`src/rtl/fx2_pkg.sv`:
```
// Shared definitions for the FX2 slave-FIFO interface blocks: reader FSM
// state encoding, endpoint FIFO select values and the default flag-settle time.
package fx2_pkg;

  typedef enum logic [2:0] {
    IDLE,
    REQ,
    SETUP,
    RD,
    HOLD,
    WAITF
  } state_t;

  // FIFOADR values selecting the EP2 (OUT) and EP6 (IN) FIFOs.
  localparam logic [1:0] EP2_ADDR = 2'b00;
  localparam logic [1:0] EP6_ADDR = 2'b10;

  // Idle cycles after a read before FLAGA reflects the pop.
  localparam int FLAG_WAIT_DEFAULT = 1;

endpackage

```
`src/rtl/fx2_ep2_reader.sv`:
```
// EP2 OUT-endpoint reader for the FX2 slave FIFO. Arbitrates for the shared
// FD bus, pulses SLRD once per word, and presents each word on a
// valid/ready stream.
// Optional build macro FX2_RD_WORDCNT_EN enables the accepted-word counter;
// without it word_cnt is tied to zero.
module fx2_ep2_reader
  import fx2_pkg::*;
#(
  parameter logic [1:0] EP_ADDR   = EP2_ADDR,
  parameter int         FLAG_WAIT = FLAG_WAIT_DEFAULT
) (
  input  logic        clk_fast,
  input  logic        n_rst,
  input  logic [15:0] fdata_i,
  output logic [1:0]  faddr,
  output logic        slrd_n,
  output logic        sloe_n,
  input  logic        flaga_n,
  output logic        bus_req,
  input  logic        bus_gnt,
  output logic [15:0] out_data,
  output logic        out_valid,
  input  logic        out_ready,
  output logic [19:0] word_cnt,
  output logic        busy
);

  localparam logic [2:0] WAIT_LAST = 3'(FLAG_WAIT - 1);

  state_t     state;
  state_t     state_next;
  logic [2:0] wait_cnt;
  logic       accept;

  assign accept = out_valid && out_ready;

  // Bus-facing strobes decode straight from state, so reset forces them
  // together with the state register.
  assign faddr   = EP_ADDR;
  assign bus_req = (state != IDLE);
  assign busy    = (state != IDLE);
  assign slrd_n  = (state != RD);
  assign sloe_n  = !(state inside {SETUP, RD, HOLD, WAITF});

  // State register.
  // NOTE: sequential state uses non-blocking assignments so every flop
  // samples pre-edge values regardless of block evaluation order.
  always_ff @(posedge clk_fast or negedge n_rst) begin
    if (!n_rst) state <= IDLE;
    else        state <= state_next;
  end

  // Next-state logic; a read entered in RD always runs through HOLD.
  // NOTE: state_next gets a default first so no path through the case
  // leaves it unassigned and infers a latch.
  always_comb begin
    state_next = state;
    unique case (state)
      IDLE:  if (flaga_n) state_next = REQ;
      REQ: begin
        if (!flaga_n)     state_next = IDLE;
        else if (bus_gnt) state_next = SETUP;
      end
      SETUP: state_next = (bus_gnt && flaga_n) ? RD : IDLE;
      RD:    state_next = HOLD;
      HOLD:  if (out_ready) state_next = bus_gnt ? WAITF : IDLE;
      WAITF: begin
        if (!bus_gnt)                   state_next = IDLE;
        else if (wait_cnt == WAIT_LAST) state_next = flaga_n ? RD : IDLE;
      end
      default: state_next = IDLE;
    endcase
  end

  // Flag-settle counter: runs only while in WAITF, restarts on every entry.
  always_ff @(posedge clk_fast or negedge n_rst) begin
    if (!n_rst)              wait_cnt <= '0;
    else if (state == WAITF) wait_cnt <= wait_cnt + 3'd1;
    else                     wait_cnt <= '0;
  end

  // Output word register: captured on the edge that ends RD, held through HOLD.
  always_ff @(posedge clk_fast or negedge n_rst) begin
    if (!n_rst) begin
      out_data  <= '0;
      out_valid <= 1'b0;
    end else if (state == RD) begin
      out_data  <= fdata_i;
      out_valid <= 1'b1;
    end else if (accept) begin
      out_valid <= 1'b0;
    end
  end

`ifdef FX2_RD_WORDCNT_EN
  // Accepted-word counter, wraps naturally at 20 bits.
  always_ff @(posedge clk_fast or negedge n_rst) begin
    if (!n_rst)      word_cnt <= '0;
    else if (accept) word_cnt <= word_cnt + 20'd1;
  end
`else
  assign word_cnt = '0;
`endif

endmodule

```
`config.mk`:
```
export PLATFORM = sky130hd
export DESIGN_NAME = fx2_ep2_reader
export DESIGN_NICKNAME = d
export VERILOG_FILES = /design/src/rtl/fx2_pkg.sv /design/src/rtl/fx2_ep2_reader.sv
export SDC_FILE = /design/constraint.sdc
export NUM_CORES = 1
export LEC_CHECK = 0
export ABC_AREA = 1
export CAP_MARGIN = 20
export CORE_ASPECT_RATIO = 1.1
export CORE_MARGIN = 4
export CORE_UTILIZATION = 39
export CTS_CLUSTER_SIZE = 16
export DETAILED_ROUTE_END_ITERATION = 8
export HOLD_SLACK_MARGIN = 0.02
export PLACE_DENSITY = 0.77
export SYNTH_ARGS = -nofsm -noshare
export SYNTH_HDL_FRONTEND = slang
export SYNTH_SLANG_ARGS = --single-unit
```
`constraint.sdc`:
```
create_clock -name clk_fast -period 1.5 [get_ports clk_fast]
set_input_delay 0.225 -clock clk_fast [delete_from_list [all_inputs] [get_ports clk_fast]]
set_output_delay 0.225 -clock clk_fast [all_outputs]
set_load 0.05 [all_outputs]
```
==> results of run 1 <==
cell usage after synthesis, drive strengths merged:
cell type and n:
mux2 16, xnor2 1, buf 24, nand2 12, nand3 7, inv 13
o21ai 4, o21bai 1, dfrtp 23, nor2 8, nand3b 1, a22oi 1
ha 3, conb 1
final cells by class:
type,instances,area [µm²],area share
Sequential cell,23,579.3,0.3521
Multi-Input combinational cell,76,526.8,0.3202
Timing Repair Buffer,45,420.4,0.2555
Inverter,13,48.80,0.02966
Tap cell,34,42.54,0.02586
Clock buffer,3,22.52,0.01369
Clock inverter,1,5.005,0.003042
power by group through the flow:
stage / registers, W / clock network, W / logic, W
5_1_grt: 0.00116 / 0.000329 / 0.00298
4_1_cts: 0.00113 / 0.000297 / 0.00281
2_1_floorplan: 0.00192 / 0 / 0.00116
3_3_place_gp: 0.00110 / 0 / 0.00266
6_report: 0.00113 / 0.000276 / 0.00283
3_5_place_dp: 0.00113 / 0 / 0.00271
timing repair:
action / 4_1_cts / 5_1_grt
gates resized for setup: 7 / 4
buffers inserted: 2 / 1
pin swaps: 0 / 1
endpoints found under the setup margin: 4 / 7
final timing paths:
check                           slack, ns  cells after the start      endpoint
worst min register to register       0.48                      1   wait_cnt[0]
max in group asynchronous            1.00                      2      state[0]
worst min-delay path                 0.26                      2   out_data[8]
min in group clk_fast                0.48                      1   wait_cnt[0]
worst max-delay path                 0.04                      3        sloe_n
worst max register to register       0.09                      4  out_data[15]
registers in the layout (all words and copies together), names as in the netlist:
register	flops
out_valid	1
state	3
out_data	16
wait_cnt	3
kinds of logic (layout without fill, tap and decap cells):
| family | after synthesis | count (layout) | synth area share |
|---|---|---|---|
| buffers and inverters | 37 | 62 | 0.1892 |
| and+or+nand+nor | 28 | 28 | 0.1058 |
| DFF | 23 | 23 | 0.4680 |
| muxes | 16 | 16 | 0.1679 |
| AOI/OAI and AO/OA | 6 | 6 | 0.02849 |
| adders and majority gates | 3 | 3 | 0.03052 |
| other | 1 | 22 | 0.003049 |
| xor gates and xnor gates | 1 | 1 | 0.007122 |
per-layer routing:
| layer | share of wire | wire, µm |
|---|---|---|
| met1 | 0.39 | 954 |
| met2 | 0.54 | 1316 |
| met3 | 0.056 | 136 |
| met4 | 0.016 | 40 |
| met5 | 0 | 0 |
stage by stage:
step / area, µm² / utilization / cells / setup slack, ns / setup TNS [ns]
2_1_floorplan: 1311 / - / 136 / 0.09261 / 0
3_3_place_gp: 1560 / 0.5119 / 188 / 0.1492 / 0
3_5_place_dp: 1560 / 0.5119 / 188 / 0.06241 / 0
4_1_cts: 1629 / 0.5345 / 194 / 0.007511 / 0
5_1_grt: 1645 / 0.5398 / 195 / -0.01985 / -0.01985
6_report: 1645 / 0.5398 / 195 / 0.04266 / 0
==> out/metrics.csv, run 1 <==
stage;metric;value;unit
timing;whs;0.2562;ns
placement;place_hpwl;1894;µm
final_layout;n_antenna_cell;0;
synth;netlist.area_leader.share;0.4680;
routing;vias;911;
min_path;hold_path_class;input pin to async pin;
die;die_area;0.004117;mm²
power;p_total;0.004234;W
routing;drt-initial-drc-count;53;
worst_setup_path;path_buf_inv;2;
timing;slew_violations;0;
timing;fin_crit_sh;0.9716;
cts;tritoncts;done;
worst_setup_path;crit_family;flip-flops;
worst_setup_path;worstSetupPathType;register to output port;
power;pwr-share-clk;0.065;
cts;cts_sinks;23;
cts;cts_buffers;3;
die;io_pins;64;
synth;syn_area;0.001230;mm²
power;vdd_ir_drop_max;0.001599;V
synth;synth_cells;115;
routing;wl_per_cell;12.55;µm
synth;synth_area_leader_cell;dfrtp_1;
placement;gp_congestion;0.8387;
worst_setup_path;cp_max_fo;6;
worst_setup_path;critPathRequiredTime;1.27;ns
die;num_rows;21;
global_routing;grt_use_met3;0.02519;
routing;ant_nets;0;
synth;synth_cell_types;18;
global_routing;use_met2;0.2134;
placement;port_buffers;41;
routing;drcViolationCount;0;
timing;finalHoldViolCount;0;
final_layout;layout_common_cells;22 x conb_1, 22 x buf_4, 20 x clkdlybuf4s50_1, 20 x dfrtp_1;
power;internal_power;0.002034;W
die;die_y;66.90;µm
routing;viasPerCell;4.672;
synth;syn_area_per_cell;10.70;µm²
power;power.density;2573;mW/mm²
global_routing;busiest_layer;met2;
worst_setup_path;startpoint_type;register;
die;coreArea;0.003048;mm²
worst_setup_path;arrival;1.23;ns
flow_run;drv_cap;0;
final_layout;area_growth;33.77;%
power;switching_share;0.5197;
cts;clockBufferDepth;2;
final_layout;drive_gt1_frac;0.3416;
power;p_leak;0.8266;nW
final_layout;fin_nets;186;
synth;ys_ff_latch;23;
timing;timing.fmax;686.2;MHz
synth;yosysSeqAreaShare;0.4680;
die;start_util;0.4035;
worst_setup_path;r2r-start;state[1];
timing;finalClockSkew;0.001690;ns
power;share_comb_of_total_power;0.668;
global_routing;track_usage;0.1273;
worst_setup_path;endpoint_kind;output port;
global_routing;grt_max_degree;24;
outcome;outcome;completed;
global_routing;met1_usage;0.1550;
global_routing;antenna_found_initial;0;
worst_setup_path;crit_chain;ha_4, inv_2, buf_12;
routing;drt-total-wl;2448;µm
global_routing;grt_pass1_wl;3953;µm
power;p_sw;0.002201;W
routing;dr.pass1.iters;4;
cts;h-tree-depth;1;
global_routing;grt_pass1_vias;936;
synth;synth_warnings;0;
cts;clockRootBuffer;clkbuf_4;
final_layout;fill_cells;264;
synth;synthTopCellsByArea;dfrtp_1 47%, buf_4 14%, mux2_4 8.5%, mux2_2 8.2%, inv_1 3.7%;
worst_setup_path;cpPeakStageDelay;0.48;ns
worst_setup_path;startpoint;state[2];
cts;hold_buffers;0;
timing;finalSetupViolCount;0;
die;die_x;61.55;µm
cts;clkLatencyLatePin;0.30;ns
worst_setup_path;cpMaxStageDelayCell;dfrtp_2;
power;power_frac_seq;0.267;
cts;clk_pin_slew;0.12;ns
global_routing;grt_overflow;0;
timing;finalCriticalPeriod;1.457;ns
timing;rsz0062_at_grt;true;
(Power assumes the default switching activity.)
==> run 2, diff against run 1 <==
CORE_UTILIZATION = 35   (was 39)
PLACE_DENSITY = 0.7   (was 0.77)
==> out/metrics.csv, run 2 (same netlist as run 1, synthesis figures left out) <==
stage;metric;value;unit
outcome;outcome;completed;
cts;cts_buffers;3;
timing;finalHoldViolCount;0;
global_routing;track_usage;0.1117;
timing;timing.fmax;682.5;MHz
routing;vias;881;
timing;finalClockSkew;0.002603;ns
cts;clkLatencyLatePin;0.30;ns
placement;port_buffers;41;
timing;finalSetupTns;0;ns
worst_setup_path;endpoint_kind;output port;
timing;fin_crit_sh;0.9768;
global_routing;grt_overflow;0;
timing;rsz0062_at_grt;true;
cts;clockRootBuffer;clkbuf_4;
placement;dp.cells;202;
cts;clockBufferDepth;2;
routing;ant_nets;0;
placement;place_area;0.001578;mm²
final_layout;largest_register_ffs;16;
min_path;hold_path_class;input pin to async pin;
worst_setup_path;cp_max_fo;5;
power;p_leak;0.8239;nW
routing;drt-total-wl;2511;µm
power;vdd_ir_drop_max;0.0007028;V
global_routing;antenna_found_initial;0;
global_routing;grt_max_degree;24;
timing;finalSetupViolCount;0;
worst_setup_path;critPathRequiredTime;1.27;ns
final_layout;reg.largest.list;out_data: 16 flops, state: 3 flops, wait_cnt: 3 flops;
cts;h-tree-depth;1;
global_routing;grt_pass1_vias;874;
cts;cts_sinks;23;
die;die_x;64.52;µm
die;die_area;0.004527;mm²
cts;tritoncts;done;
final_layout;fin_nets;186;
timing;finalCriticalPeriod;1.465;ns
placement;place_hpwl;1869;µm
routing;dr.pass1.iters;4;
routing;viasPerCell;4.215;
worst_setup_path;startpoint_type;register;
worst_setup_path;arrival;1.24;ns
final_layout;top_register;out_data;
power;power.density;2542;mW/mm²
timing;worst_slack;0.03473;ns
placement;pre_cts_ws;0.07479;ns
worst_setup_path;worstSetupPathType;register to output port;
routing;drcViolationCount;0;
final_layout;area_growth;34.59;%
routing;wl_per_cell;12.01;µm
global_routing;grt_pass1_wl;3995;µm
die;die_y;70.17;µm
die;coreArea;0.003358;mm²
routing;drt-initial-drc-count;44;
final_layout;drive_gt1_frac;0.3354;
final_layout;fin_area;0.001655;mm²
die;num_rows;22;
flow_run;drv_cap;0;
final_layout;final_cells;209;
placement;gp_congestion;0.8382;
cts;clk_pin_slew;0.12;ns
timing;slew_violations;0;
final_layout;n_antenna_cell;0;
die;start_util;0.3662;
die;io_pins;64;
final_layout;layout_common_cells;22 x conb_1, 22 x buf_4, 20 x clkdlybuf4s50_1, 20 x dfrtp_1;
-- run 2: cell types whose count changed in the layout (fill, tap and decap cells not counted) --
cell / change
buf_8: -1
o21ai_2: -1
o21ai_0: +1
buf_6: +1
-- run 2: repair_timing --
| item | CTS | global route |
|---|---|---|
| gates resized for setup | 6 | 2 |
| setup buffers | 3 | 0 |
| hold buffers | 0 | 0 |
| setup endpoints to repair | 4 | 3 |
-- run 2: stage by stage --
step             util  power (W)  hold WS, ns
2_1_floorplan       -   0.003081     -0.07059
3_3_place_gp   0.4698   0.003774       0.4419
3_5_place_dp   0.4698   0.003830       0.4689
4_1_cts        0.4911   0.004222       0.2566
5_1_grt        0.4929   0.004429       0.2700
6_report       0.4929   0.004208       0.2663
-- run 2: path summary, 6_finish.rpt --
kind / startpoint / to / slack [ns] / cells past startpoint
max: state[1] / sloe_n / 0.03 / 3
max reg2reg: state[1] / out_data[0] / 0.06 / 4
min in group clk_fast: wait_cnt[0] / wait_cnt[0] / 0.49 / 1
min: n_rst / out_data[1] / 0.27 / 2
min reg2reg: wait_cnt[0] / wait_cnt[0] / 0.49 / 1
max in group asynchronous: n_rst / state[1] / 0.99 / 2
-- run 2: metal layers --
| metal | wire length [µm] | vias up | GRT usage |
|---|---|---|---|
| li1 | - | 418 | - |
| met1 | 943 | 425 | 0.1152 |
| met2 | 1403 | 34 | 0.2099 |
| met3 | 126 | 4 | 0.01608 |
| met4 | 38 | 0 | 0.06338 |
| met5 | 0 | - | 0 |
-- run 2: worst max-delay path, stage by stage (launching register included) --
cell and delay [ns]:
dfrtp_2 0.48, ha_4 0.28, inv_2 0.04, buf_12 0.13
-- run 2: final cells by class --
cell class | count | area [µm²]
multi-input cells | 76 | 523.0
clock buffers | 3 | 22.52
clock inverters | 1 | 5.005
well taps | 48 | 60.06
flip-flops and latches | 23 | 579.3
inverters | 13 | 48.80
repair buffers | 45 | 416.7
fillers | 330 | 1703
-- run 2: power by group --
part	leakage (nW)	switching, W	internal [W]
Combinational	0.529	0.00179	0.00101
Sequential	0.277	0.000220	0.000910
Clock	0.0177	0.000175	0.0000994
==> edit (settings of run 2) <==
The option `FX2_RD_WORDCNT_EN` is turned on by a define.
--- a/src/rtl/fx2_ep2_reader.sv
+++ b/src/rtl/fx2_ep2_reader.sv
@@ -5,2 +5,4 @@
 // without it word_cnt is tied to zero.
+`define FX2_RD_WORDCNT_EN
+
 module fx2_ep2_reader
Formal check against the unedited RTL: not equivalent (a bounded check fails within 10 cycles, from zero or initial values and one cycle with n_rst low).
==> edit against run 2 <==
  * First-iteration DRC count increased by 110%
  * Worst setup slack improved by 0.030 ns
  * Total power increased by 42%
  * Register-to-register slack improved by 0.06 ns
  * Routed wire length increased by 86%
  * Area after synthesis increased by 70%
  * Clock skew increased by 0.0043 ns
  * Final area increased by 93%
  * Synthesized cell count increased by 93%
  * Core utilization increased by 5.9 points
  * Clock power increased to 2.6 times the old value
  * Sequential cell count increased by 20
  * Count of clock-buffer cells in the layout increased by 3
  * Cell count increased by 80%
  * Largest power group unchanged
  * Highest routed layer unchanged
==> edit: results (changes against run 2) <==
Status
  • Outcome: complete, no violations

Layout
  • FILL cells: 530 (+61%)
  • Nets: 322 (+73%)
  • N_diodes: 0 (unchanged)
  • Share of layout cells above drive strength 1: 33.1% (-0.43 points)
  • Biggest regs: word_cnt x20, out_data x16

Routing
  • Wirelength, routed: 4670 um (+86%)
  • Via/cell ratio: 4.52 (+7.3%)
  • Metal2 WL: 2410 um (+72%)
  • Drt first pass iters: 4 (unchanged)
  • M1 WL: 1890 um (+100%)
  • Initial DRC Count: 94 (+110%)
  • Met3 wire len: 264 um (+110%)
  • Wirelength per Cell: 12.4 um (+3.5%)
  • Top Metal Used: met4

CTS
  • Clock root buffer: clkbuf_8
  • Clk Latency, worst-skew pair: 0.29 ns
  • Clk pin slew, worst setup/hold paths: 0.08 ns (-0.04 ns)
  • CTS Buffer Depth: 2 (unchanged)
  • CTS buffer count: 5 (+2)
  • H-tree levels: 2 (+1)

Critical path
  • Family with the most delay on the worst path: flip-flops
  • CP arrival: 1.21 ns (-0.03 ns)
  • Crit path max fanout: 8 (+3)
  • Cell at the slowest stage of the critical path: dfrtp_1
  • Crit-path max cell delay: 0.44 ns (-0.04 ns)

Logic synthesis
  • Syn Area/Cell: 9.45 um^2 (-12%)
  • Area contributors post-synth: dfrtp_1 51%, nand2_1 8.1%, inv_1 5.0%, mux2_4 5.0%, mux2_2 4.8%
  • Commonest cells post-synth: 45 x nand2_1, 43 x dfrtp_1, 28 x inv_1
  • Count of cell types in the netlist: 25 (+7)
  • Yosys Warn Count: 0 (unchanged)
  • Register area share after synthesis: 51.3% (+4.5 points)
  • Async SR Flop Fraction: 100% (unchanged)
  • Synth Flop Type: dfrtp_1

Place
  • RD Place Congestion: 0.785 (-6.4%)
  • Pre-CTS setup slack: -0.200 ns (-0.275 ns)
  • DPL Wire Length: 3580 um (+92%)
  • Placed cell count: 366 (+81%)
  • IO buf count: 61 (+49%)

GRT
  • Vias in the first global route: 1824 (+110%)
  • Total track usage: 14.2% (+3.0 points)
  • First-pass GRT wire length: 7990 um (+100%)
  • Grt total ovfl: 0 (unchanged)
  • Initial antenna violation count: 0 (unchanged)
  • Largest net degree at the start of global routing: 44 (+83%)

Min path
  • Worst hold path type: in2async

Timing
  • Worst Skew: 0.00690 ns (+0.00430 ns)

Pwr
  • Maximum vdd drop: 1.27 mV (+81%)
  • Total leakage power: 1.51 nW (+83%)
  • Sw frac: 45.4% (-6.7 points)
## edit: cell count changes after synthesis, sizes merged
cell	before	now
a21oi	0	3
nor2	8	28
xnor2	1	6
inv	13	29
buf	24	5
dfrtp	23	43
o21bai	1	0
nand4	0	7
a22oi	1	0
nand3	7	17
xor2	0	7
nand2	12	46
nor3	0	6
## edit: metrics by stage
step,cell area [um^2],utilization [%]
after floorplan,2120,-
after global placement,3080,53.0
after detailed placement,3080,53.0
after CTS,3180,54.8
final,3200,55.2
after global routing,3200,55.2
## edit: cell type report
class / instances / area share, %
Sequential cell: 43 / 34.0
Timing Repair Buffer: 73 / 28.8
Multi-Input combinational cell: 146 / 28.1
Inverter: 29 / 3.48
Tap cell: 77 / 3.01
Clock buffer: 6 / 2.27
Clock inverter: 2 / 0.391
## edit: repair_timing
item,4_1_cts,5_1_grt
resized for setup,1,7
endpoints found under the setup margin,3,7
gates cloned,0,0
hold endpoints to repair,43,0
setup buffers,1,0
hold buffers,1,0
## edit: power by group through the flow
stage / clock network [mW] / logic [mW] / registers, mW
final: 0.722 / 3.44 / 1.81
after floorplan: 0 / 1.14 / 2.77
after global placement: 0 / 3.40 / 1.79
after CTS: 0.752 / 3.46 / 1.79
after detailed placement: 0 / 3.43 / 1.80
after global routing: 0.788 / 3.62 / 1.86
## edit: worst min-delay path, delay by kind of cell
kind                   cells  cell delay (ns)
buffers and inverters      3             0.89
## edit: final timing paths
kind	slack [ns]	depth (start not counted)	startpoint	to
max	0.07	4	state[2]$_DFFE_PN0P_	sloe_n
min	0.44	3	n_rst	out_data[15]$_DFFE_PN0P_
max reg2reg	0.12	3	state[0]$_DFFE_PN0P_	out_data[4]$_DFFE_PN0P_
min reg2reg	0.46	1	wait_cnt[0]$_DFF_PN0_	wait_cnt[0]$_DFF_PN0_
max in group asynchronous	0.82	3	n_rst	state[1]$_DFFE_PN0P_
min in group clk_fast	0.46	1	wait_cnt[0]$_DFF_PN0_	wait_cnt[0]$_DFF_PN0_
## edit: layer usage
| layer | up-vias | GRT usage (%) |
|---|---|---|
| li1 | 853 | - |
| met1 | 785 | 16.0 |
| met2 | 52 | 25.3 |
| met3 | 11 | 3.63 |
| met4 | 0 | 5.89 |
| met5 | - | 0 |
## edit: kinds of logic after synthesis
| family | synth area share [%] |
|---|---|
| AO/OA/AOI/OAI | 1.67 |
| XOR/XNOR | 5.43 |
| adder cells (fa/ha/maj) | 1.79 |
| buffers and inverters | 7.04 |
| flip-flops | 51.3 |
| multiplexers | 9.84 |
| other | 0.179 |
| AND/OR/NAND/NOR | 22.7 |
